$ cat config.mk
export PLATFORM = sky130hd
export DESIGN_NAME = matmul_chain_ctrl
export DESIGN_NICKNAME = d
export VERILOG_FILES = /design/src/rtl/matmul_chain_ctrl.sv
export SDC_FILE = /design/constraint.sdc
export NUM_CORES = 1
export LEC_CHECK = 0
export CELL_PAD_IN_SITES_DETAIL_PLACEMENT = 1
export CELL_PAD_IN_SITES_GLOBAL_PLACEMENT = 1
export CORE_UTILIZATION = 30
export CTS_CLUSTER_DIAMETER = 60
export DETAILED_ROUTE_END_ITERATION = 8
export PLACE_DENSITY = 0.71
export SYNTH_ARGS = -nofsm -noshare
export SYNTH_HDL_FRONTEND = slang
export SYNTH_SLANG_ARGS = --single-unit
$ cat constraint.sdc
create_clock -name clk_i -period 2.9 [get_ports clk_i]
set_clock_uncertainty 0.15 [all_clocks]
set_input_delay 0.87 -clock clk_i [delete_from_list [all_inputs] [get_ports clk_i]]
set_output_delay 0.87 -clock clk_i [all_outputs]
set_load 0.1 [all_outputs]
$ cat src/rtl/matmul_chain_ctrl.sv
// Sequencer for the two-stage matmul chain: stage-1 multiplier -> temp BRAM
// -> stage-2 multiplier. For each row it drives clear, K_LEN operand beats,
// waits for the datapath done and writes temp. It then drives a stage-2
// read pass over temp and pulses done_o when the stage-2 result is final.
//
// Handshake: valid_o marks an operand beat that the multiplier consumes
// unconditionally, so there is no ready. done_i is a level that is sampled
// only in WAIT1/WAIT2 and is ignored everywhere else.
//
// Every output is a flop. Output flops are loaded from the next-state values,
// so they line up with the state register and no input reaches an output
// combinationally.
module matmul_chain_ctrl #(
  parameter int K_LEN   = 8,
  parameter int ADDR_W  = 3,
  parameter int ROWS    = 8,
  parameter int TIMEOUT = 64,
  localparam int KW     = (K_LEN > 1) ? $clog2(K_LEN) : 1
) (
  input  logic              clk_i,
  input  logic              rstn_i,
  input  logic              start_i,
  input  logic              done_i,
  output logic              busy_o,
  output logic              en_o,
  output logic              clear_o,
  output logic              valid_o,
  output logic [KW-1:0]     k_idx_o,
  output logic [ADDR_W-1:0] row_idx_o,
  output logic              wr_temp_en_o,
  output logic [ADDR_W-1:0] wr_temp_addr_o,
  output logic              rd_temp_en_o,
  output logic [ADDR_W-1:0] rd_temp_addr_o,
  output logic              done_o,
  output logic              err_o,
  output logic [3:0]        dbg_state_o
);

  localparam int WW = $clog2(TIMEOUT + 1);

  localparam logic [3:0] S_IDLE  = 4'd0;
  localparam logic [3:0] S_CLR1  = 4'd1;
  localparam logic [3:0] S_FEED1 = 4'd2;
  localparam logic [3:0] S_WAIT1 = 4'd3;
  localparam logic [3:0] S_WRITE = 4'd4;
  localparam logic [3:0] S_CLR2  = 4'd5;
  localparam logic [3:0] S_FEED2 = 4'd6;
  localparam logic [3:0] S_FLUSH = 4'd7;
  localparam logic [3:0] S_WAIT2 = 4'd8;
  localparam logic [3:0] S_FIN   = 4'd9;

  logic [3:0]        state_q, state_d;
  logic [ADDR_W-1:0] row_q, row_d;
  logic [KW-1:0]     k_q, k_d;
  logic [ADDR_W-1:0] rd_q, rd_d;
  logic [WW-1:0]     wait_q, wait_d;
  logic              err_q, err_d;
  logic              busy_q, busy_d;
  logic              clear_q, clear_d;
  logic              valid_q, valid_d;
  logic              wr_en_q, wr_en_d;
  logic              rd_en_q, rd_en_d;
  logic              done_q, done_d;

  // Next-state and counter logic. The k, read-address and wait counters rest
  // at 0 outside their own state, so each pass starts from 0.
  always_comb begin
    state_d = state_q;
    row_d   = row_q;
    k_d     = '0;
    rd_d    = '0;
    wait_d  = '0;
    err_d   = err_q;
    case (state_q)
      S_IDLE: begin
        if (start_i) begin
          state_d = S_CLR1;
          err_d   = 1'b0;
          row_d   = '0;
        end
      end
      S_CLR1:  state_d = S_FEED1;
      S_FEED1: begin
        if (k_q == KW'(K_LEN - 1)) state_d = S_WAIT1;
        else                       k_d     = k_q + 1'b1;
      end
      S_WAIT1, S_WAIT2: begin
        if (done_i) begin
          state_d = (state_q == S_WAIT1) ? S_WRITE : S_FIN;
        end else if (wait_q == WW'(TIMEOUT - 1)) begin
          state_d = S_IDLE;
          err_d   = 1'b1;
        end else begin
          wait_d = wait_q + 1'b1;
        end
      end
      S_WRITE: begin
        if (row_q == ADDR_W'(ROWS - 1)) begin
          state_d = S_CLR2;
        end else begin
          row_d   = row_q + 1'b1;
          state_d = S_CLR1;
        end
      end
      S_CLR2:  state_d = S_FEED2;
      S_FEED2: begin
        if (rd_q == ADDR_W'(ROWS - 1)) state_d = S_FLUSH;
        else                           rd_d    = rd_q + 1'b1;
      end
      S_FLUSH: state_d = S_WAIT2;
      S_FIN:   state_d = S_IDLE;
      default: state_d = S_IDLE;
    endcase
  end

  // Output decode from the next state. The stage-2 valid is the read strobe
  // delayed by one cycle to cover the BRAM read latency.
  always_comb begin
    busy_d  = (state_d != S_IDLE);
    clear_d = (state_d == S_CLR1) || (state_d == S_CLR2);
    wr_en_d = (state_d == S_WRITE);
    rd_en_d = (state_d == S_FEED2);
    done_d  = (state_d == S_FIN);
    valid_d = (state_d == S_FEED1) || rd_en_q;
  end

  // State, counters and output flops.
  always_ff @(posedge clk_i or negedge rstn_i) begin
    if (!rstn_i) begin
      state_q <= S_IDLE;
      row_q   <= '0;
      k_q     <= '0;
      rd_q    <= '0;
      wait_q  <= '0;
      err_q   <= 1'b0;
      busy_q  <= 1'b0;
      clear_q <= 1'b0;
      valid_q <= 1'b0;
      wr_en_q <= 1'b0;
      rd_en_q <= 1'b0;
      done_q  <= 1'b0;
    end else begin
      state_q <= state_d;
      row_q   <= row_d;
      k_q     <= k_d;
      rd_q    <= rd_d;
      wait_q  <= wait_d;
      err_q   <= err_d;
      busy_q  <= busy_d;
      clear_q <= clear_d;
      valid_q <= valid_d;
      wr_en_q <= wr_en_d;
      rd_en_q <= rd_en_d;
      done_q  <= done_d;
    end
  end

  assign busy_o         = busy_q;
  assign en_o           = busy_q;
  assign clear_o        = clear_q;
  assign valid_o        = valid_q;
  assign k_idx_o        = k_q;
  assign row_idx_o      = row_q;
  assign wr_temp_en_o   = wr_en_q;
  assign wr_temp_addr_o = row_q;
  assign rd_temp_en_o   = rd_en_q;
  assign rd_temp_addr_o = rd_q;
  assign done_o         = done_q;
  assign err_o          = err_q;
  assign dbg_state_o    = state_q;

endmodule
Word level (Yosys, flattened, before mapping)
Cells that the tools add are included.
{"block": "word_totals", "wordCells": 69, "input_bits": 4, "ff_bits": 27, "output_inout_bits": 24}
{"block": "classes", "reduce_logical": 9, "mux": 22, "add_sub_neg": 4, "n_eq_ne": 22}
{"operator": "case mux 4 bit (8 select lines)", "count": 1}
{"operator": "== test 4 x 3 -> 1 bit (second input constant)", "count": 7}
{"operator": "two-way mux 4 bit", "count": 6}
{"operator": "two-way mux 3 bit", "count": 7}
{"operator": "two-way mux 7 bit", "count": 3}
{"operator": "== test 4 x 2 -> 1 bit (second input constant)", "count": 3}
{"operator": "adder 3 x 1 -> 3 bit (second input constant)", "count": 3}
{"operator": "== test 3 bit (second input constant)", "count": 3}
{"operator": "== test 4 x 1 -> 1 bit (second input constant)", "count": 2}
{"operator": "== test 4 bit (second input constant)", "count": 2}
{"operator": "inequality test 2 bit (second input constant)", "count": 4}
{"operator": "adder 7 x 1 -> 7 bit (second input constant)", "count": 1}
{"operator": "== test 7 x 6 -> 1 bit (second input constant)", "count": 1}
{"operator": "case mux 3 bit (2 select lines)", "count": 1}
{"operator": "zero test 4 bit", "count": 1}
{"operator": "AND reduction 4 bit", "count": 1}
{"operator": "nonzero test 2 bit", "count": 2}
{"operator": "nonzero test 4 bit", "count": 1}
{"operator": "two-way mux 1 bit", "count": 3}
{"operator": "AND reduction 3 bit", "count": 1}
{"operator": "logical OR 1 bit", "count": 2}
{"operator": "case mux 1 bit (2 select lines)", "count": 1}
{"operator": "OR reduction 2 bit", "count": 1}

Longest topological paths before layout
Gate-level depths: netlist (run 1).
{"block": "depth", "ltp_word": 6, "mapped_depth": 6, "depth_no_buf": 6}

Worst setup path after synthesis (run 1)
OpenSTA, ideal clock, no wires.
{"block": "synth_timing", "path_type": "flip-flop to output port", "start": "register row_q[0], in the netlist row_idx_o[0]", "end": "output wr_temp_addr_o[0]", "required_ps": 1880, "t_arrival_ps": 1366, "path_stages_with_launch": 2, "path_buffers": 1, "path_slack_ps": 514, "path_cell_list": "dfrtp_1 -> buf_4"}
{"item": "from (decl)", "line": "53", "source": "logic [ADDR_W-1:0] row_q, row_d;"}
{"item": "from (signal assigned)", "line": "144", "source": "row_q <= row_d;"}
{"item": "to (decl)", "line": "31", "source": "output logic [ADDR_W-1:0] wr_temp_addr_o,"}
No word-level cell between the ends.

Worst setup path in the final report (run 1)
{"block": "layout_timing", "start": "register state_q[1], in the netlist dbg_state_o[1]", "end": "output dbg_state_o[1]"}
{"item": "from (decl)", "line": "52", "source": "logic [3:0] state_q, state_d;"}
{"item": "from (signal assigned)", "line": "143", "source": "state_q <= state_d;"}
{"item": "to (decl)", "line": "36", "source": "output logic [3:0] dbg_state_o"}
No word-level cell between the ends.

==> metrics.md, run 1 <==
| Metric | Value |
|---|---|
| RSZ-0062 raised after global routing | `no` |
| Post-Syn Area | `1300 sq um` |
| Reg2reg path depth | `4` |
| Drt wl/cell | `15.2 microns` |
| Buffers on Ports | `27` |
| Worst rel slew slack | `0.636` |
| Vias in the first global route | `1068` |
| Root Buffer | `clkbuf_8` |
| Post-route DRC | `0` |
| First-pass GRT wire length | `5250 microns` |
| Die area | `4590 sq um` |
| Highest-count cells in the layout ignoring fill and taps | `dfrtp_1, buf_4, nor2_1` |
| Worst-Margin Slew | `0.546 ns` |
| Final Slew Violations | `0` |
| Crit share post-route | `0.825` |
| Finished Core Util | `0.387` |
| Share of the synthesized area in the top cell type | `0.521` |
| Setup TNS Final | `0 ns` |
| Syn_nets | `135` |
| Min-delay src | `rd_temp_en_o` |
| Placed insts | `195` |
| CTS Hold Buffers Added | `0` |
| First drt pass iteration count | `4` |
| Initial antenna violation count | `0` |
| Clk sink count | `27` |
| Hold Path End | `valid_o` |
| Reg clk slew, reported paths | `0.09 ns` |
| Yosys Warn Count | `0` |
| Die W | `67.7 microns` |
| Fin nets | `161` |
| Worst path max stage delay | `0.70 ns` |
| DRT iter0 DRCs | `55` |
| Most common cell after layout, fill and taps aside | `dfrtp_1` |
| Multi-input logic area | `559 sq um` |
| Max_cap viols | `0` |
| DRT Wirelength | `3020 microns` |
| Seq/Total Area, Yosys | `0.521` |
| Setup violators final | `0` |
| Area contributors post-synth | `dfrtp_1, ha_1, nor2_1` |
| TritonCTS clock tree | `done` |
| H-tree depth | `1` |
| Share of cells above drive strength 1 | `0.221` |
| Asr flop ratio synth | `1.00` |
| Die Y | `67.7 microns` |
| CP arrival | `1.37 ns` |
| # fillers | `486` |
| Syn avg cell area | `10.5 sq um` |
| Hold WC Path Type | `reg -> reg` |
| Antenna diodes | `0` |
| Startpoint type of the worst setup path | `flip-flop` |
| Dpl hpwl | `2240 microns` |
| FF-to-FF Start | `dbg_state_o[3]` |
| Pin count of the biggest net entering global routing | `28` |
| Routed Antenna Nets | `0` |
| Reg-to-reg endpoint | `busy_o` |
| Core area | `4090 sq um` |
| Nature of the critical path endpoint | `output pin` |
| Routability cong. | `0.746` |
| Detailed-route via count | `1004` |
| Slowest cell on the critical path | `dfrtp_1` |
| Mapped Cells | `124` |
| Vias per inst | `5.05` |
| Ys flop type | `dfrtp_1` |
| Clk Latency, worst-skew pair | `0.28 ns` |
| Hold Path Depth | `1` |
| CP Cell Sequence | `buf_4` |
| Register-to-register setup slack | `1.03 ns` |
| Finished Layout Cells | `199` |
| CP Class | `reg -> out` |
| Data required, critical path | `1.88 ns` |
| Final Hold Fails | `0` |
| WP buf/inv | `1` |
| Max Fclk | `418 MHz` |
| Max FO, Critical Path | `17` |
| Gr usage total | `0.160` |
| CP top delay family | `flip-flops` |
| CTS Buf Count | `3` |
| Cell taking the most area after synthesis | `dfrtp_1` |
| Status | `completed` |
| Overflow after GRT | `0` |
| Post-CTS setup buffers | `0` |
| Synth cell types | `39` |
| Syn-to-layout area delta | `21.9%` |
| Clock Tree Buf Depth | `2` |
| Num ports | `28` |
| Final Critical Period | `2.39 ns` |
| Rows | `23` |
| Initial Utilization | `0.317` |
| # resized after CTS | `0` |
| Post-synth EDFFs | `0` |
| Synthesis-stage register bit count | `27` |
| FF+latch area | `676 sq um` |
-- worst max path at each step --
| stage | startpoint | end | slack [ns] | cells after the start |
|---|---|---|---|---|
| finish | dbg_state_o[1] | dbg_state_o[1] | 0.51 | 1 |
| CTS | dbg_state_o[1] | dbg_state_o[1] | 0.49 | 1 |
| floorplan | row_idx_o[0] | wr_temp_addr_o[0] | 0.51 | 1 |
| global placement | done_i | busy_o | 0.54 | 4 |
| detailed placement | start_i | row_idx_o[0] | 0.49 | 5 |
| global route | dbg_state_o[1] | dbg_state_o[1] | 0.43 | 1 |
-- through the flow --
| step | setup WS, ns | hold slack [ns] | instance area (sq um) |
|---|---|---|---|
| 2_1_floorplan | 0.514 | 0.281 | 1300 |
| 3_3_place_gp | 0.538 | 0.291 | 1530 |
| 3_5_place_dp | 0.487 | 0.310 | 1530 |
| 4_1_cts | 0.495 | 0.331 | 1580 |
| 5_1_grt | 0.425 | 0.353 | 1580 |
| 6_report | 0.507 | 0.320 | 1580 |
-- area by class of cell --
class / count / area share
inverter: 3 / 0.00713
tap: 50 / 0.0396
sequential: 27 / 0.428
timing repair buffer: 29 / 0.143
clock inverter: 1 / 0.00317
multi-input combinational: 86 / 0.354
clock buffer: 3 / 0.0261
-- state kept, by name (all words and copies together), names as in the netlist --
signal	flops
wait_q	7
rd_temp_addr_o	3
clear_o	1
wr_temp_en_o	1
row_idx_o	3
dbg_state_o	4
busy_o	1
err_o	1
valid_o	1
k_idx_o	3
done_o	1
rd_temp_en_o	1
-- cells in the mapped netlist, types with 2 or more instances --
master	count
dfrtp_1	27
nor2_1	14
nand2_1	11
ha_1	7
and3_1	5
nor3_1	5
a21oi_1	4
buf_2	4
buf_4	4
nand3_1	3
o21ai_0	3
a22o_1	2
and2_1	2
inv_1	2
nand3b_1	2
nor2b_1	2
nor4_1	2
o21ai_1	2
xnor2_1	2
xor2_1	2
-- metal layers --
| layer | wire, microns | GRT usage | vias up |
|---|---|---|---|
| met1 | 1320 | 0.183 | 500 |
| met2 | 1540 | 0.278 | 16 |
| met3 | 108 | 0.0405 | 5 |
| li1 | - | - | 483 |
| met4 | 55 | 0.0718 | 0 |
| met5 | 0 | 0 | - |
-- kinds of logic after synthesis --
logic type | count (synthesis) | share of synthesized area
flops | 27 | 0.521
xor+xnor | 4 | 0.0270
simple gates | 54 | 0.223
compound gates | 19 | 0.0975
buf+inv | 11 | 0.0473
mux | 2 | 0.0164
fa+ha+maj | 7 | 0.0676
Power of run 1 is not shown: default switching activity piles up to over one toggle a cycle in this logic, so the estimate is an artifact.
==> inputs of run 2 (changes only) <==
==> constraint.sdc (replaced) <==
create_clock -name clk_i -period 2.3 [get_ports clk_i]
set_clock_uncertainty 0.15 [all_clocks]
set_input_delay 0.69 -clock clk_i [delete_from_list [all_inputs] [get_ports clk_i]]
set_output_delay 0.69 -clock clk_i [all_outputs]
set_load 0.1 [all_outputs]
==> metrics.md, run 2 (synthesized netlist as in run 1, its figures left out) <==
| Metric | Value |
|---|---|
| Status | `completed` |
| TritonCTS clock tree | `done` |
| Gr usage total | `0.164 (+0.00331)` |
| Initial antenna violation count | `0 (unchanged)` |
| Dpl hpwl | `2390 microns (+6.8%)` |
| Initial Utilization | `0.317 (unchanged)` |
| Max reg flops | `7 (unchanged)` |
| Rows | `23 (unchanged)` |
| Worst-Margin Slew | `0.602 ns (+0.0557 ns)` |
| Core area | `4090 sq um (unchanged)` |
| Die area | `4590 sq um (unchanged)` |
| Hold WC Path Type | `reg -> reg` |
| Max VDD drop | `0.000410 V` |
| Slowest cell on the critical path | `dfrtp_1` |
| Buffers on Ports | `27 (unchanged)` |
| Worst hold margin | `0.328 ns (+0.00885 ns)` |
| Nature of the critical path endpoint | `output pin` |
| Top Usage Layer GRT | `met2` |
| CTS Hold Buffers Added | `0 (unchanged)` |
| Root Buffer | `clkbuf_8` |
| CP Class | `reg -> out` |
| Placed insts | `195 (unchanged)` |
| Post-route DRC | `0 (unchanged)` |
| Crit share post-route | `0.916` |
| Die Y | `67.7 microns (unchanged)` |
| Syn-to-layout area delta | `45.1%` |
| First-pass GRT wire length | `5600 microns (+6.6%)` |
| P per Cell Area | `1440 nW/um^2` |
| Met3 Track Usage GR | `0.0152 (-0.0253)` |
| Share of cells above drive strength 1 | `0.221 (unchanged)` |
| Finished Layout Cells | `199 (unchanged)` |
| Final Slew Violations | `0 (unchanged)` |
| Detailed-route via count | `1021 (+1.7%)` |
| Met2 usage in global routing | `0.297 (+0.0186)` |
| Setup TNS Final | `0 ns (unchanged)` |
| Max_cap viols | `0 (unchanged)` |
| # resized after CTS | `0 (unchanged)` |
| Routed Antenna Nets | `0 (unchanged)` |
| CP arrival | `1.27 ns (-0.10 ns)` |
| Antenna diodes | `0 (unchanged)` |
| Highest-count cells in the layout ignoring fill and taps | `dfrtp_1, buf_12, nor2_1` |
| CP top delay family | `flip-flops` |
| Largest Register | `wait_q` |
| CP Cell Sequence | `buf_12` |
| Leakage power | `0.000874 uW` |
| Data required, critical path | `1.46 ns (-0.42 ns)` |
| Post-CTS setup buffers | `0 (unchanged)` |
| Vias per inst | `5.13 (+1.7%)` |
| Drt wl/cell | `15.9 microns (+4.9%)` |
| H-tree depth | `1 (unchanged)` |
| Pin count of the biggest net entering global routing | `28 (unchanged)` |
| Max Fclk | `474 MHz` |
| DRT Wirelength | `3170 microns (+4.9%)` |
| Worst rel slew slack | `0.599 (-0.0371)` |
| Startpoint type of the worst setup path | `flip-flop` |
| Routability cong. | `0.779 (+4.4%)` |
| DRT iter0 DRCs | `12 (-78%)` |
| RSZ-0062 raised after global routing | `no` |
| Setup violators final | `0 (unchanged)` |
| GR Util met1 | `0.202 (+0.0192)` |
| Max FO, Critical Path | `17 (unchanged)` |
| Worst path max stage delay | `0.74 ns (+0.04 ns)` |
| WP buf/inv | `1 (unchanged)` |
| Clk Latency, worst-skew pair | `0.27 ns (about the same)` |
| Overflow after GRT | `0 (unchanged)` |
| Reg clk slew, reported paths | `0.10 ns (about the same)` |
| Final Hold Fails | `0 (unchanged)` |
| Final Critical Period | `2.11 ns` |
| CTS Buf Count | `3 (unchanged)` |
| Clock Tree Buf Depth | `2 (unchanged)` |
| Fin nets | `161 (unchanged)` |
| Num ports | `28 (unchanged)` |
| Vias in the first global route | `1167 (+9.3%)` |
| Clk sink count | `27 (unchanged)` |
| Die W | `67.7 microns (unchanged)` |
| Most common cell after layout, fill and taps aside | `dfrtp_1` |
| First drt pass iteration count | `4 (unchanged)` |
run 2: final timing paths:
path | from | to | slack (ns) | depth (start not counted)
setup / recovery | dbg_state_o[1] | dbg_state_o[1] | 0.19 | 1
hold / removal | wait_q[0] | wait_q[0] | 0.33 | 1
setup reg to reg | row_idx_o[0] | busy_o | 0.37 | 6
hold reg to reg | wait_q[0] | wait_q[0] | 0.33 | 1
max in group asynchronous | rstn_i | done_o | 1.11 | 2
min in group asynchronous | rstn_i | k_idx_o[1] | 0.63 | 2
run 2: per-layer routing:
layer,up-vias,part of all wire
met5,-,0
met4,0,0.0088
met3,4,0.019
met2,17,0.54
met1,518,0.43
li1,482,-
run 2: area by class of cell:
cell class | count | area (sq um)
fill | 454 | 2210
sequential | 27 | 676
multi-input combinational | 86 | 559
timing repair buffer | 29 | 526
tap | 50 | 62.6
clock buffer | 3 | 41.3
inverter | 3 | 11.3
clock inverter | 1 | 5.00
run 2: power by group:
group	total (uW)	leakage (uW)	switching (uW)	internal, uW
Clock	273	0.0000255	152	121
Combinational	1660	0.000487	1080	577
Sequential	782	0.000362	210	573
Total	2720	0.000874	1440	1270
run 2: through the flow:
stage	setup slack, ns	total power [uW]	area [sq um]	utilization
2_1_floorplan	0.0801	1830	1300	-
3_3_place_gp	0.134	2420	1830	0.449
3_5_place_dp	0.0206	2460	1830	0.449
4_1_cts	0.193	2740	1880	0.460
5_1_grt	0.135	2850	1880	0.460
6_report	0.192	2720	1880	0.460
(Power assumes the default switching activity.)
==> inputs of run 3 (changes only) <==
--- a/config.mk
+++ b/config.mk
@@ -11,6 +11,7 @@
 export CTS_CLUSTER_DIAMETER = 60
 export DETAILED_ROUTE_END_ITERATION = 8
 export PLACE_DENSITY = 0.71
+export SKIP_LAST_GASP = 1
 export SYNTH_ARGS = -nofsm -noshare
 export SYNTH_HDL_FRONTEND = slang
 export SYNTH_SLANG_ARGS = --single-unit
==> results of run 3 <==
No change in the layout: final DEF, timing and power equal those of run 2.
